--- src/rtl/foc_pkg.sv ---
`default_nettype none
// +--------------------------------------------------------------------+
// | foc_pkg: sequencer state encoding and counter-width helper         |
// | Rev 1.0                                                            |
// +--------------------------------------------------------------------+
package foc_pkg;

    typedef enum logic [2:0] {
        S_IDLE  = 3'd0,
        S_ADC   = 3'd1,
        S_PARK  = 3'd2,
        S_CTRL  = 3'd3,
        S_IPARK = 3'd4,
        S_LOAD  = 3'd5,
        S_FAULT = 3'd6
    } seq_state_t;

    localparam int PWM_DIV_MAX = 255;

    // Bits needed to hold 0..max_count-1 (at least one bit).
    function automatic int cnt_width(input int max_count);
        return (max_count < 2) ? 1 : $clog2(max_count);
    endfunction

endpackage
`default_nettype wire

--- src/rtl/foc_loop_sequencer_decimator.sv ---
`default_nettype none
// +--------------------------------------------------------------------+
// | sync_decimator: emits tick on every PWM_DIV-th pwm_sync pulse      |
// | Rev 1.0                                                            |
// +--------------------------------------------------------------------+
module sync_decimator
    import foc_pkg::*;
#(
    parameter int PWM_DIV = 1
) (
    input  logic clk,
    input  logic nrst,
    input  logic run,
    input  logic pwm_sync,
    output logic tick
);

    localparam int            c_cnt_w = cnt_width(PWM_DIV);
    localparam logic [c_cnt_w-1:0] c_last = c_cnt_w'(PWM_DIV - 1);

    logic [c_cnt_w-1:0] cnt_q;
    logic [c_cnt_w-1:0] cnt_d;

    // Tick is combinational so the FSM starts on the edge that samples the sync.
    always_comb begin
        cnt_d = cnt_q;
        tick  = 1'b0;
        if (!run) begin
            cnt_d = '0;
        end else if (pwm_sync) begin
            if (cnt_q == c_last) begin
                tick  = 1'b1;
                cnt_d = '0;
            end else begin
                cnt_d = cnt_q + 1'b1;
            end
        end
    end

    always_ff @(posedge clk or negedge nrst) begin
        if (!nrst) cnt_q <= '0;
        else       cnt_q <= cnt_d;
    end

endmodule
`default_nettype wire

--- src/rtl/foc_loop_sequencer.sv ---
`default_nettype none
// +--------------------------------------------------------------------+
// | foc_loop_sequencer: per-PWM-period current-loop stage scheduler    |
// | Rev 1.0                                                            |
// +--------------------------------------------------------------------+
module foc_loop_sequencer
    import foc_pkg::*;
#(
    parameter int PWM_DIV  = 1,
    parameter int CTRL_LAT = 2,
    parameter int TIMEOUT  = 255,
    parameter int CW       = 16
) (
    input  logic          clk,
    input  logic          nrst,
    input  logic          run,
    input  logic          pwm_sync,
    output logic          adc_start,
    input  logic          adc_done,
    output logic          park_start,
    input  logic          park_done,
    output logic          ctrl_en,
    output logic          ipark_start,
    input  logic          ipark_done,
    output logic          pwm_load,
    output logic          busy,
    input  logic          fault_clr,
    output logic          timeout_err,
    output logic          overrun_err,
    output logic [CW-1:0] loop_cycles
);

    // One counter serves as both the watchdog and the CTRL latency timer.
    localparam int                 c_wd_max    = (TIMEOUT > CTRL_LAT) ? TIMEOUT : CTRL_LAT;
    localparam int                 c_wd_w      = cnt_width(c_wd_max);
    localparam logic [c_wd_w-1:0]  c_wd_last   = c_wd_w'(TIMEOUT - 1);
    localparam logic [c_wd_w-1:0]  c_ctrl_last = c_wd_w'(CTRL_LAT - 1);
    localparam logic [CW-1:0]      c_lat_max   = '1;

    logic w_tick;

    sync_decimator #(.PWM_DIV(PWM_DIV)) u_decimator (
        .clk      (clk),
        .nrst     (nrst),
        .run      (run),
        .pwm_sync (pwm_sync),
        .tick     (w_tick)
    );

    seq_state_t        state_q, state_d;
    logic [c_wd_w-1:0] wd_cnt_q, wd_cnt_d;
    logic [CW-1:0]     lat_cnt_q, lat_cnt_d;
    logic [CW-1:0]     loop_cycles_q, loop_cycles_d;
    logic adc_start_q, adc_start_d, park_start_q, park_start_d;
    logic ctrl_en_q, ctrl_en_d, ipark_start_q, ipark_start_d;
    logic pwm_load_q, pwm_load_d, busy_q, busy_d;
    logic timeout_err_q, timeout_err_d, overrun_err_q, overrun_err_d;
    logic w_busy, w_wd_exp, w_tmo_set, w_ovr_set;

    always_comb begin
        state_d       = state_q;
        wd_cnt_d      = '0;
        lat_cnt_d     = (lat_cnt_q == c_lat_max) ? lat_cnt_q : lat_cnt_q + 1'b1;
        loop_cycles_d = loop_cycles_q;
        adc_start_d   = 1'b0;
        park_start_d  = 1'b0;
        ctrl_en_d     = 1'b0;
        ipark_start_d = 1'b0;
        pwm_load_d    = 1'b0;
        w_tmo_set     = 1'b0;
        w_busy        = state_q inside {S_ADC, S_PARK, S_CTRL, S_IPARK, S_LOAD};
        w_wd_exp      = (wd_cnt_q == c_wd_last);
        w_ovr_set     = w_tick && w_busy;

        case (state_q)
            S_IDLE: begin
                if (w_tick && run) begin
                    state_d     = S_ADC;
                    adc_start_d = 1'b1;
                    lat_cnt_d   = CW'(1);
                end
            end
            S_ADC: begin
                if (adc_done) begin
                    state_d      = S_PARK;
                    park_start_d = 1'b1;
                end else if (w_wd_exp) begin
                    state_d   = S_FAULT;
                    w_tmo_set = 1'b1;
                end else begin
                    wd_cnt_d = wd_cnt_q + 1'b1;
                end
            end
            S_PARK: begin
                if (park_done) begin
                    state_d   = S_CTRL;
                    ctrl_en_d = 1'b1;
                end else if (w_wd_exp) begin
                    state_d   = S_FAULT;
                    w_tmo_set = 1'b1;
                end else begin
                    wd_cnt_d = wd_cnt_q + 1'b1;
                end
            end
            S_CTRL: begin
                if (wd_cnt_q == c_ctrl_last) begin
                    state_d       = S_IPARK;
                    ipark_start_d = 1'b1;
                end else begin
                    wd_cnt_d = wd_cnt_q + 1'b1;
                end
            end
            S_IPARK: begin
                if (ipark_done) begin
                    state_d       = S_LOAD;
                    pwm_load_d    = 1'b1;
                    loop_cycles_d = lat_cnt_d;
                end else if (w_wd_exp) begin
                    state_d   = S_FAULT;
                    w_tmo_set = 1'b1;
                end else begin
                    wd_cnt_d = wd_cnt_q + 1'b1;
                end
            end
            S_LOAD:  state_d = S_IDLE;
            S_FAULT: if (fault_clr) state_d = S_IDLE;
            default: state_d = S_IDLE;
        endcase

        // Dropping run abandons the sequence outright: no load, no latency update.
        if (!run && w_busy) begin
            state_d       = S_IDLE;
            wd_cnt_d      = '0;
            loop_cycles_d = loop_cycles_q;
            adc_start_d   = 1'b0;
            park_start_d  = 1'b0;
            ctrl_en_d     = 1'b0;
            ipark_start_d = 1'b0;
            pwm_load_d    = 1'b0;
            w_tmo_set     = 1'b0;
        end

        timeout_err_d = w_tmo_set || (timeout_err_q && !fault_clr);
        overrun_err_d = w_ovr_set || (overrun_err_q && !fault_clr);
        busy_d        = state_d inside {S_ADC, S_PARK, S_CTRL, S_IPARK, S_LOAD};
    end

    always_ff @(posedge clk or negedge nrst) begin
        if (!nrst) begin
            state_q       <= S_IDLE;
            wd_cnt_q      <= '0;
            lat_cnt_q     <= '0;
            loop_cycles_q <= '0;
            adc_start_q   <= 1'b0;
            park_start_q  <= 1'b0;
            ctrl_en_q     <= 1'b0;
            ipark_start_q <= 1'b0;
            pwm_load_q    <= 1'b0;
            busy_q        <= 1'b0;
            timeout_err_q <= 1'b0;
            overrun_err_q <= 1'b0;
        end else begin
            state_q       <= state_d;
            wd_cnt_q      <= wd_cnt_d;
            lat_cnt_q     <= lat_cnt_d;
            loop_cycles_q <= loop_cycles_d;
            adc_start_q   <= adc_start_d;
            park_start_q  <= park_start_d;
            ctrl_en_q     <= ctrl_en_d;
            ipark_start_q <= ipark_start_d;
            pwm_load_q    <= pwm_load_d;
            busy_q        <= busy_d;
            timeout_err_q <= timeout_err_d;
            overrun_err_q <= overrun_err_d;
        end
    end

    assign adc_start   = adc_start_q;
    assign park_start  = park_start_q;
    assign ctrl_en     = ctrl_en_q;
    assign ipark_start = ipark_start_q;
    assign pwm_load    = pwm_load_q;
    assign busy        = busy_q;
    assign timeout_err = timeout_err_q;
    assign overrun_err = overrun_err_q;
    assign loop_cycles = loop_cycles_q;

endmodule
`default_nettype wire

--- config.mk ---
export PLATFORM = sky130hd
export DESIGN_NAME = foc_loop_sequencer
export DESIGN_NICKNAME = d
export VERILOG_FILES = /design/src/rtl/foc_pkg.sv /design/src/rtl/foc_loop_sequencer_decimator.sv /design/src/rtl/foc_loop_sequencer.sv
export SDC_FILE = /design/constraint.sdc
export NUM_CORES = 1
export LEC_CHECK = 0
export CAP_MARGIN = 25
export CORE_ASPECT_RATIO = 1.5
export CORE_UTILIZATION = 45
export DETAILED_ROUTE_END_ITERATION = 10
export PLACE_DENSITY = 0.76
export SLEW_MARGIN = 20
export SYNTH_ARGS = -nofsm -noshare
export SYNTH_HDL_FRONTEND = slang
export SYNTH_HIERARCHICAL = 1
export SYNTH_SLANG_ARGS = --single-unit
--- constraint.sdc ---
create_clock -name clk -period 1.7 [get_ports clk]
set_clock_uncertainty 0.2 [all_clocks]
set_input_delay 0.255 -clock clk [delete_from_list [all_inputs] [get_ports clk]]
set_output_delay 0.255 -clock clk [all_outputs]
set_load 0.01 [all_outputs]
==> flow_summary.yaml <==
power_and_ir_drop:
  power_frac_clock_pct: 15.8
  p_leak_nw: 1.68
  p_seq_share_pct: 37.8
  ir_worst_vdd_mv: 0.821
  p_comb_share_pct: 46.3
  p_int_w: 0.00273
  p_per_area_nw_per_um2: 1080
  power_switching_w: 0.00154
  p_sw_share_pct: 36.0
synth:
  ys_seq_area_share_pct: 50.4
  async_flop_share_pct: 100
  syn_area_per_cell_um2: 10.0
  yosys_warnings: 6
  synth_top_area_share_pct: 50.4
  synth_edf_count: 0
  synth_seq_cells: 51
  syn_nets: 264
  synth.largest_area_cell: "dfrtp_1"
  yosysMostFrequentCell: "dfrtp_1"
  synth_area_leaders: "dfrtp_1, nor2_1, nand2_1"
  synthCells: 252
  synth_area_um2: 2530
  ys_types: 47
  synth_common_cells: "dfrtp_1, nor2_1, nand2_1, o21ai_0, xor2_1"
  ys.flop_type: "dfrtp_1"
finish:
  n_antenna_cell: 0
  finish.instance_area_um2: 3950
  postLayoutCoreUtil_pct: 72.5
  final_nets: 370
  fillers: 405
  final_layout_size_suffix_gt1_share_pct: 44.0
  area_growth_pct: 56.2
setup_path:
  crit_slowest_cell: "dfrtp_2"
  worstPathArrival_ns: 1.88
  required_ns: 1.70
  endpoint_kind: "flip-flop"
  path_class: "flip-flop to flip-flop"
  cpPeakStageDelay_ns: 0.49
  crit_path_max_fanout: 8
  path_cells: "buf_4, nor4b_2, nor3_2, nor2_1, o211ai_2, buf_6, nor2_1"
  crit_top_cell: "nor2_1"
  worst_setup_path_start_kind: "flip-flop"
sta:
  min_period_ns: 1.89
  fin_crit_sh_pct: 111
  rsz0062_at_grt: "true"
  hold_viol_final: 0
  slew_headroom_pct: 74.6
  drv_slew: 0
  max_freq_ghz: 0.530
  tightest_slew_ns: 0.377
  fin_ws_ns: -0.188
  finalSetupViolations: 39
  hold_ws_ns: 0.268
global_route:
  grt_first_pass_wirelength_mm: 10.3
  grt_max_degree: 52
  antenna_found_initial: 0
  track_usage_pct: 22.8
  grt_overflow: 0
  grt_pass1_vias: 2354
cts:
  numClockSinks: 51
  clk_pin_slew_ns: 0.09
  cts_root_buffer: "clkbuf_8"
  tritoncts: "yes"
  insertion_delay_ns: 0.31
  clockBufferDepth: 2
  htreeDepth: 2
  cts_buffers: 5
floorplan:
  die_y_um: 93.8
  start_util_pct: 46.4
  core-area_um2: 5450
  die_w_um: 63.2
  dieArea_um2: 5930
  ioPinCount: 32
  placementRows: 33
run_status:
  violations: "negative setup slack"
  run_status: "finished, violations left"
flow_run:
  cap_violations: 0
routing:
  dr_total_vias: 2243
  detailedRoute.firstIterationViolations: 48
  route.detailed.drc: 0
  dr.pass1.iters: 4
  postRouteAntennaNets: 0
  wire_per_inst_um: 15.3
  wl_mm: 6.57
  vias_per_cell: 5.23
placement:
  dp_hpwl_mm: 4.30
  post_dp_cell_area_um2: 3430
  dp_slack_ns: -0.353
  port_buffers: 31
  routabilityCongestion: 0.964
min_path:
  hold_path_class: "input port to async pin"
-- sequential cells by signal (all words and copies together), names as in the netlist --
signal       flops
wd_cnt_q         8
pwm_load         1
lat_cnt_q       16
busy             1
overrun_err      1
adc_start        1
timeout_err      1
park_start       1
loop_cycles     16
ipark_start      1
state_q          3
ctrl_en          1
-- power groups by stage --
| stage | clock network (W) | registers [W] | logic (W) |
|---|---|---|---|
| 2_1_floorplan | 0 | 0.00164 | 0.000713 |
| 3_5_place_dp | 0 | 0.00162 | 0.00151 |
| 6_report | 0.000677 | 0.00162 | 0.00198 |
| 5_1_grt | 0.000744 | 0.00164 | 0.00214 |
| 3_3_place_gp | 0 | 0.00160 | 0.00147 |
| 4_1_cts | 0.000698 | 0.00160 | 0.00171 |
-- cells by family after synthesis --
kind of cell,count (synthesis),synth area share (%)
simple gates,114,24.9
flops,51,50.4
compound gates,43,11.4
buf+inv,18,3.41
xor+xnor,17,5.89
mux,5,1.98
fa+ha+maj,4,1.98
-- layout make-up --
class                      count  area [um2]  area share [%]
clock buffer                   7        76.3            1.93
clock inverter                 1        5.00           0.127
inverter                       7        26.3           0.665
multi-input combinational    184        1520            38.5
sequential                    51        1280            32.4
tap                           70        87.6            2.22
timing repair buffer         109         955            24.2
-- final timing paths --
check	cells after the start	from	endpoint	slack [ns]
worst max-delay path	7	state_q[2]$_DFF_PN0_	wd_cnt_q[6]$_DFF_PN0_	-0.19
worst min-delay path	3	nrst	loop_cycles[7]$_DFFE_PN0P_	0.27
worst max register to register	7	state_q[2]$_DFF_PN0_	wd_cnt_q[6]$_DFF_PN0_	-0.19
worst min register to register	2	loop_cycles[2]$_DFFE_PN0P_	loop_cycles[2]$_DFFE_PN0P_	0.29
max in group asynchronous	3	nrst	state_q[1]$_DFF_PN0_	0.79
min in group clk	2	loop_cycles[2]$_DFFE_PN0P_	loop_cycles[2]$_DFFE_PN0P_	0.29
-- repair_timing --
item | CTS | global route
gates resized for setup | 33 | 61
setup endpoints to repair | 42 | 46
gates cloned | 2 | 1
buffers inserted | 8 | 6
hold endpoints to repair | 51 | 0
pin swaps | 21 | 26
hold buffers | 1 | 0
-- placed cells by master (no fill, tap or decap), drive strengths merged, types with 2 or more instances in the layout --
cell type	count
nor3	7
dfrtp	51
o22ai	2
or3b	2
nor2	36
nand3b	5
nand2	31
nand2b	5
nand4	9
nand3	7
a21oi	6
o21ai	21
clkbuf	7
or2	2
clkdlybuf4s50	29
and4	2
buf	78
mux2i	5
and2	2
inv	7
xnor2	6
o211ai	4
xor2	11
ha	4
o2111ai	3
nor4b	4
-- through the flow --
stage | total power [W] | TNS, ns | std cells
after global routing | 0.00452 | -6.65 | 429
after global placement | 0.00308 | -5.26 | 405
after CTS | 0.00401 | -3.52 | 424
after floorplan | 0.00236 | -1.11 | 252
after detailed placement | 0.00313 | -6.60 | 405
final | 0.00427 | -3.55 | 429
-- layer usage --
metal	track usage, %	part of all wire (%)	vias up
met5	0	0	-
met1	22.7	37	1082
met4	13.1	4.8	0
li1	-	-	1084
met2	44.1	56	52
met3	3.40	2.5	25
-- critical path: cells and delay by family, from the launching register on --
family | cells | cell delay (ns)
simple gates | 4 | 0.50
buf+inv | 2 | 0.39
compound gates | 1 | 0.20
flops | 1 | 0.49
No activity file was read; power rests on OpenSTA's default activity.
